==> src/rtl/foo_pipe_arbiter_pkg.sv <==
// Shared definitions for the foo pipelined arbiter.
//   PIPE_LATENCY : cycles from an accepted operand to its response
//   stage_t      : per-stage pipeline record {valid, id, data}, sized for the
//                  largest supported configuration; narrower instances
//                  zero-extend into it and slice back out at the output.
package foo_pipe_arbiter_pkg;

    localparam int PIPE_LATENCY = 3;
    localparam int STAGE_ID_W   = 4;    // enough for 16 requesters
    localparam int STAGE_DATA_W = 64;

    typedef struct packed {
        logic                    valid;
        logic [STAGE_ID_W-1:0]   id;
        logic [STAGE_DATA_W-1:0] data;
    } stage_t;

endpackage

==> src/rtl/foo_rr_arbiter.sv <==
// Combinational round-robin arbiter.
//   req   : request vector
//   ptr   : highest-priority index; search runs ptr, ptr+1, ... mod NUM_REQ
//   grant : one-hot grant to the first requester found, or zero
module foo_rr_arbiter #(
    parameter int NUM_REQ = 4,
    parameter int ID_W    = $clog2(NUM_REQ)
) (
    input  logic [NUM_REQ-1:0] req,
    input  logic [ID_W-1:0]    ptr,
    output logic [NUM_REQ-1:0] grant
);

    logic [ID_W-1:0] idx;
    logic            found;

    always_comb begin
        grant = '0;
        found = 1'b0;
        idx   = '0;
        for (int k = 0; k < NUM_REQ; k++) begin
            idx = ID_W'((int'(ptr) + k) % NUM_REQ);
            if (!found && req[idx]) begin
                grant[idx] = 1'b1;
                found      = 1'b1;
            end
        end
    end

endmodule

==> src/rtl/foo_pipe_arbiter.sv <==
// Round-robin arbiter feeding a two-stage increment pipeline plus an output
// register; each operand returns as operand + 3 tagged with its requester id.
//   clk, rst            : clock, async active-high reset
//   req_valid/req_data  : per-requester operand handshake (no queueing)
//   req_ready           : one-hot-or-zero grant
//   stall               : freezes every pipeline register and blocks issue
//   resp_valid/id/data  : registered result, no back-pressure
//   in_flight           : number of valid ops in stage 0 and stage 1
module foo_pipe_arbiter
    import foo_pipe_arbiter_pkg::*;
#(
    parameter int NUM_REQ = 4,
    parameter int DATA_W  = 32,
    parameter int ID_W    = $clog2(NUM_REQ)
) (
    input  logic                      clk,
    input  logic                      rst,
    input  logic [NUM_REQ-1:0]        req_valid,
    input  logic [NUM_REQ*DATA_W-1:0] req_data,
    output logic [NUM_REQ-1:0]        req_ready,
    input  logic                      stall,
    output logic                      resp_valid,
    output logic [ID_W-1:0]           resp_id,
    output logic [DATA_W-1:0]         resp_data,
    output logic [1:0]                in_flight
);

    if (NUM_REQ < 2 || NUM_REQ > 16 || ID_W > STAGE_ID_W || DATA_W > STAGE_DATA_W) begin : g_bad_cfg
        $error("foo_pipe_arbiter: unsupported NUM_REQ/ID_W/DATA_W");
    end

    logic [NUM_REQ-1:0]    arb_req;
    logic [NUM_REQ-1:0]    grant;
    logic                  fire;
    logic [ID_W-1:0]       gnt_id;
    logic [DATA_W-1:0]     gnt_data;
    logic [ID_W-1:0]       ptr_q, ptr_d;
    stage_t                s0_q, s0_d;
    stage_t                s1_q, s1_d;
    stage_t                out_q, out_d;
    logic [STAGE_DATA_W-1:0] s0_res, s1_res;
    logic                  pad_unused;

    // Reset is folded in so req_ready reads zero for the whole reset window.
    assign arb_req = (stall || rst) ? '0 : req_valid;

    foo_rr_arbiter #(
        .NUM_REQ (NUM_REQ),
        .ID_W    (ID_W)
    ) u_arb (
        .req   (arb_req),
        .ptr   (ptr_q),
        .grant (grant)
    );

    assign req_ready = grant;
    // grant is a subset of req_valid, so any grant bit is an accepted transfer.
    assign fire      = |grant;

    always_comb begin
        gnt_id   = '0;
        gnt_data = '0;
        for (int i = 0; i < NUM_REQ; i++) begin
            if (grant[i]) begin
                gnt_id   = ID_W'(i);
                gnt_data = req_data[i*DATA_W +: DATA_W];
            end
        end
    end

    always_comb begin
        ptr_d = ptr_q;
        if (fire) begin
            ptr_d = (gnt_id == ID_W'(NUM_REQ - 1)) ? '0 : gnt_id + ID_W'(1);
        end
    end

    // Arithmetic runs at the full record width; carries past DATA_W land in
    // padding bits that never reach resp_data, so the low bits stay modular.
    assign s0_res = s0_q.data + STAGE_DATA_W'(1);
    assign s1_res = {s1_q.data[STAGE_DATA_W-1:1] + (STAGE_DATA_W-1)'(1), s1_q.data[0]};

    always_comb begin
        s0_d  = s0_q;
        s1_d  = s1_q;
        out_d = out_q;
        if (!stall) begin
            s0_d.valid  = fire;             // no transfer -> bubble
            s0_d.id     = STAGE_ID_W'(gnt_id);
            s0_d.data   = STAGE_DATA_W'(gnt_data);
            s1_d.valid  = s0_q.valid;
            s1_d.id     = s0_q.id;
            s1_d.data   = s0_res;
            out_d.valid = s1_q.valid;
            out_d.id    = s1_q.id;
            out_d.data  = s1_res;
        end
    end

    // Only valids, pointer and the output record are reset; stage payloads
    // are don't-care while their valid is low.
    always_ff @(posedge clk or posedge rst) begin
        if (rst) begin
            ptr_q      <= '0;
            s0_q.valid <= 1'b0;
            s1_q.valid <= 1'b0;
            out_q      <= '0;
        end else begin
            ptr_q <= ptr_d;
            s0_q  <= s0_d;
            s1_q  <= s1_d;
            out_q <= out_d;
        end
    end

    assign resp_valid = out_q.valid;
    assign resp_id    = out_q.id[ID_W-1:0];
    assign resp_data  = out_q.data[DATA_W-1:0];
    assign in_flight  = 2'(s0_q.valid) + 2'(s1_q.valid);

    // Padding bits of the output record are never driven out.
    assign pad_unused = ^{out_q.id, out_q.data};

endmodule

==> config.mk <==
export PLATFORM = sky130hd
export DESIGN_NAME = foo_pipe_arbiter
export DESIGN_NICKNAME = d
export VERILOG_FILES = /design/src/rtl/foo_pipe_arbiter_pkg.sv /design/src/rtl/foo_rr_arbiter.sv /design/src/rtl/foo_pipe_arbiter.sv
export SDC_FILE = /design/constraint.sdc
export NUM_CORES = 1
export LEC_CHECK = 0
export ABC_AREA = 1
export BUFFER_PORTS_ARGS = -buffer_cell sky130_fd_sc_hd__buf_2
export CORE_MARGIN = 1
export CORE_UTILIZATION = 45
export CTS_CLUSTER_SIZE = 28
export DETAILED_ROUTE_END_ITERATION = 6
export HOLD_SLACK_MARGIN = 0.15
export PLACE_DENSITY = 0.74
export SLEW_MARGIN = 20
export SYNTH_ARGS = -nofsm -noshare
export SYNTH_HDL_FRONTEND = slang
export SYNTH_SLANG_ARGS = --single-unit
export TNS_END_PERCENT = 100
==> constraint.sdc <==
create_clock -name clk -period 3.3 [get_ports clk]
set_input_delay 0.33 -clock clk [delete_from_list [all_inputs] [get_ports clk]]
set_output_delay 0.33 -clock clk [all_outputs]
set_load 0.02 [all_outputs]
; ---- Word level (Yosys, flattened, before mapping)
; Index checks and enable logic that the tools add are counted.
[totals]
register_bits = 107
inputBits = 135
[classes]
add_sub_neg = 7
n_reduce_logical = 13
n_lt_le_gt_ge = 8
bitwise = 5
muxes = 32
eq_ne = 1
[op_table]
columns = operator, count
row1 = two-way mux 32 bit, 4
row2 = adder 32 x 1 -> 32 bit (second input constant), 1
row3 = adder 31 x 1 -> 31 bit (second input constant), 1
row4 = two-way mux 4 bit, 5
row5 = less-than comparator 2 x 3 -> 1 bit (second input constant), 4
row6 = two-way mux 1 bit, 12
row7 = OR 4 bit, 3
row8 = binary-select mux 1 bit (select 2 bit), 4
row9 = demux 1 bit (select 2 bit), 4
row10 = >= comparator 2 x 1 -> 1 bit (second input constant), 4
row11 = logical AND 1 bit, 7
row12 = two-way mux 2 bit, 3
row13 = adder 2 x 1 -> 2 bit (second input constant), 2
row14 = adder 2 bit (second input constant), 2
row15 = OR reduction 4 bit, 1
row16 = logical NOT 1 bit, 3
row17 = adder 1 x 1 -> 2 bit, 1
row18 = == test 2 bit (second input constant), 1
row19 = NOT 1 bit, 2
row20 = AND reduction 2 bit, 1
row21 = logical OR 1 bit, 1

; ---- Logic depth before layout (Yosys ltp)
[depth]
depth_word = 19
depth_mapped = 17

; ---- Hierarchy
; From an unflattened synthesis, not the netlist that was laid out.
[unflattened]
hier_cells = 886
hier_area_um2 = 6681.4
[modules_own_cells]
columns = mod, cells_each, n_inst, area_per_inst_um2, seq_area_each_um2
row1 = foo_pipe_arbiter, 813, 1, 6282.3, 3017.9
row2 = foo_rr_arbiter, 73, 1, 399.1, 0.0

; ---- Worst setup path before layout
; No wires, ideal clock.
[synth_path]
path_kind = input to register
from = input port stall
to = register s0_q[24] in the netlist's numbering, data pin
cell_stages = 15
path_slack_ns = 0.562
arrival_time_ns = 2.480
cell_sequence = buf_6 nor2_8 nand3_1 nand2_1 nand2_1 nand2_2 nor2_4 nand3_1 nand3_1 buf_2 buf_4 a21oi_1 nand2_1 o21ai_0 nand2_1
[synth_via]
word_cells_on_any_way = 30
classes_between = 20 x mux / 3 x bitwise / 7 x reduce/logical
[synth_rtl]
columns = item, line_no
row1 = "start, declared", foo_pipe_arbiter.sv:21  ; input logic stall,
row2 = logical OR 1 bit (*), foo_pipe_arbiter.sv:45  ; assign arb_req = (stall || rst) ? '0 : req_valid;
row3 = two-way mux 4 bit (*), foo_pipe_arbiter.sv:45
row4 = binary-select mux 1 bit (select 2 bit), foo_rr_arbiter.sv:23  ; if (!found && req[idx]) begin
row5 = two-way mux 1 bit (implied by the code), foo_rr_arbiter.sv:23
row6 = two-way mux 1 bit, foo_rr_arbiter.sv:23
row7 = logical NOT 1 bit, foo_rr_arbiter.sv:23
row8 = logical AND 1 bit, foo_rr_arbiter.sv:23
row9 = two-way mux 1 bit, foo_rr_arbiter.sv:23
row10 = logical NOT 1 bit, foo_rr_arbiter.sv:23
row11 = logical AND 1 bit, foo_rr_arbiter.sv:23
row12 = two-way mux 1 bit, foo_rr_arbiter.sv:23
row13 = logical NOT 1 bit, foo_rr_arbiter.sv:23
row14 = logical AND 1 bit, foo_rr_arbiter.sv:23
row15 = two-way mux 4 bit (*), foo_rr_arbiter.sv:23
row16 = named net req_ready[2], foo_pipe_arbiter.sv:20  ; output logic [NUM_REQ-1:0] req_ready,
row17 = two-way mux 32 bit (*) (2 in a row), foo_pipe_arbiter.sv:64  ; if (grant[i]) begin
row18 = named net gnt_data[24], foo_pipe_arbiter.sv:36  ; logic [DATA_W-1:0] gnt_data;
row19 = "end, declared", foo_pipe_arbiter.sv:38  ; stage_t s0_q, s0_d;
; The timed path passes the listed nets; every way through them passes the cells marked *. The select of a mux whose other input is x is not followed.
; A chain may end at the register's enable or synchronous reset.

; ---- Worst setup path in the final report
[layout_path]
from = register ptr_q[1]
to = output port req_ready[1]
[layout_via]
elab_chain_len = 12
word_cells_on_any_way = 47
classes_between = 3 x add/sub / 8 x order compare / 23 x mux / 3 x bitwise / 10 x reduce/logical
[layout_rtl]
columns = item, line_no
row1 = "start, declared", foo_pipe_arbiter.sv:37  ; logic [ID_W-1:0] ptr_q, ptr_d;
row2 = "start signal, assigned", foo_pipe_arbiter.sv:109  ; ptr_q <= ptr_d;
row3 = "parallel branches: the longest is 11 deep, another holds less-than comparator 2 x 3 -> 1 bit", -
row4 = two-way mux 4 bit (*), foo_rr_arbiter.sv:23
row5 = "end, declared", foo_pipe_arbiter.sv:20
; Mark *: on every way between the ends. The select of a mux whose other input is x is not followed.

==> impl_metrics.tcl <==
set metrics [dict create \
    place_ws_ns 0.622 \
    reg2reg_slack_ns 0.62 \
    cts_root_buffer "clkbuf_16" \
    fin_crit_ns 2.98 \
    fmaxAchievable_ghz 0.336 \
    synth_fp_nets 906 \
    hpwl_um 11400 \
    synth_top_cells_by_area "edfxtp_1 (32%), dfrtp_1 (15%), nand2_1 (13%)" \
    seqPwrFrac_pct 34.7 \
    crit_arrival_ns 2.65 \
    synth_async_sr_flop_share_pct 36.4 \
    die_h_um 120 \
    route.detailed.drc 0 \
    slowest_delay_ns 0.47 \
    diodes 0 \
    cts_hold_buf 0 \
    setup_ws_ns 0.325 \
    cts-buffers-inserted 9 \
    dieWidth_um 120 \
    seq_area_frac_synth_pct 47.8 \
    path_cells "inv_1 -> ha_1 -> inv_1 -> nand2_1 -> nand2_2 -> nor2_4 -> nand3_1 -> nand3_1 -> buf_4 -> buf_2" \
    post_cts_resize_count 0 \
    drive_above_1_share_pct 24.7 \
    rsz0062_at_grt "false" \
    synth_top_area_share_pct 32.3 \
    worstSetupPathType "flip-flop to output port" \
    grt_pass1_vias 5306 \
    synth_ff_type "edfxtp_1" \
    power.switching_mw 2.85 \
    ios 176 \
    cp_max_fo 37 \
    insertion_delay_ns 0.34 \
    hold_class "input pin to asynchronous set/reset pin" \
    maxSlewHeadroom_pct 40.7 \
    synth_area_sq_mm 0.00632 \
    drv_cap 0 \
    critical-path-top-delay-family "buffers and inverters" \
    routed_wl_um 14900 \
    clk_path_buf_depth 2 \
    area_delta_synth_final_pct 20.5 \
    yosysWarningCount 0 \
    cts_tree "done" \
    netSwitchingFraction_pct 44.0 \
    skew_ns 0.00618 \
    synth_area_per_cell_sq_um 8.30 \
    coreArea_sq_mm 0.0135 \
    cp-end-kind "output port" \
    routedWlPerCell_um 13.4 \
    cpMaxStageDelayCell "dfrtp_1" \
    worst_pin_slew_ns 0.889 \
    drt_pass1_iterations 5 \
    track_usage_pct 21.4 \
    fill_cells 1295 \
    cts_htree_levels 3 \
    clkSlewWorstSetupHoldPaths_ns 0.07 \
    grt_max_degree 69 \
    grt-ovfl-total 0 \
    vdd_ir_drop_max_uv 615 \
    syn_inst 761 \
    slew_violations 0 \
    cp.required_ns 2.97 \
    p_int_mw 3.63 \
    antenna_left 0 \
    p_leak_nw 3.67 \
    p_per_area_mw_per_mm2 851 \
    dr.first_iter.drc_count 283 \
    yosys.cell_types.count 36 \
    setup_viol 0 \
    synth_area_leader_cell "edfxtp_1" \
    fin_total_pwr_mw 6.48 \
    final_core_util_pct 56.6 \
    vias_per_cell 5.08 \
    postCtsSetupBuffers 0 \
    layout_common_cells "nand2_1 (222), buf_2 (175), nand3_1 (103)" \
    final_common_cell "nand2_1" \
    start_kind "flip-flop" \
    finalCritPeriodShare_pct 90.2 \
    comb_power_share_pct 48.7 \
    num_vias 5628 \
    grt_pass1_wl_um 24700 \
    layout.nets 1072 \
    ys_ff_latch 107 \
    initial_core_util_pct 47.0 \
    io_buffers 175 \
    grt_antenna_before_repair 0 \
    num_rows 42 \
    status "finished clean" \
    tns_ns 0 \
    p_clk_share_pct 16.5 \
    synth_edf_count 68 \
    path_buf_inv 4 \
    hold_viol 0 \
    dieArea_sq_mm 0.0145 \
    globalplace.congestion 0.873 \
    numClockSinks 107 \
]
-- state kept, by name, summed over array words and instances, names as in the netlist --
register / flops
s1_q: 35
resp_id: 2
resp_valid: 1
resp_data: 32
ptr_q: 2
s0_q: 35
-- cells in the mapped netlist (2+ instances only) --
cell,number
nor2_4,2
nor2_2,3
nor3_1,16
buf_2,11
o21ai_0,26
dfrtp_1,39
a21oi_1,34
inv_1,53
clkbuf_1,10
a31oi_1,2
ha_1,10
xor2_1,33
edfxtp_1,68
nand4_1,12
or2_2,4
nand3_1,103
nand2_2,3
nor4_1,6
nor2_1,42
nand3_2,10
o21ai_1,17
inv_2,2
buf_4,4
buf_1,2
xnor2_1,15
buf_6,3
nand2_1,222
-- stage by stage --
stage,instance area [sq um],instances,hold slack (ns)
floorplan,6320,761,0.400
global placement,7320,1092,0.404
detailed placement,7320,1092,0.426
CTS,7610,1108,0.169
global route,7610,1108,0.210
finish,7610,1108,0.161
-- worst paths after layout --
kind,endpoint,cells after the start,from
max,req_ready[1],10,ptr_q[1]
min,ptr_q[1],3,rst
max reg2reg,s0_q[25],13,ptr_q[1]
min reg2reg,s1_q[65],0,s0_q[65]
max in group asynchronous,resp_data[29],3,rst
min in group clk,s0_q[16],3,req_data[112]
-- kinds of logic after synthesis --
group,count (synthesis),share of synthesized area (%)
compound gates,82,6.69
buf+inv,87,6.20
flops,107,47.8
fa+ha+maj,10,1.98
simple gates,427,30.7
xor+xnor,48,6.65
-- power groups by stage --
stage | registers [mW] | clock network, mW | logic (mW)
global route | 2.29 | 1.14 | 3.56
detailed placement | 2.28 | 0 | 3.16
CTS | 2.25 | 1.09 | 3.17
global placement | 2.27 | 0 | 3.10
finish | 2.25 | 1.07 | 3.16
floorplan | 2.29 | 0 | 2.36
-- layout make-up --
cell class	count	area, sq um	share of cell area, %
Sequential cell	107	3020	39.6
Tap cell	176	220	2.89
Inverter	56	213	2.79
Clock inverter	5	52.6	0.690
Multi-Input combinational cell	567	2910	38.2
Clock buffer	11	243	3.19
Timing Repair Buffer	186	958	12.6
-- layer usage --
layer  global-route usage, %  wire (um)
met3                    2.69        892
met1                    29.1       6850
met4                    8.02        282
met5                       0          0
met2                    35.1       6880
-- worst register-to-register path, stage by stage, from the launching register on --
cell and delay (ns):
dfrtp_1 0.47, inv_1 0.18, ha_1 0.35, inv_1 0.06
nand2_1 0.07, nand2_2 0.10, nor2_4 0.17, nand3_1 0.09
nand3_1 0.16, buf_4 0.38, nand3_1 0.13, nand2_1 0.14
nor2_1 0.07, nor2_1 0.13
Note: power is estimated with default switching activity, not from simulation.
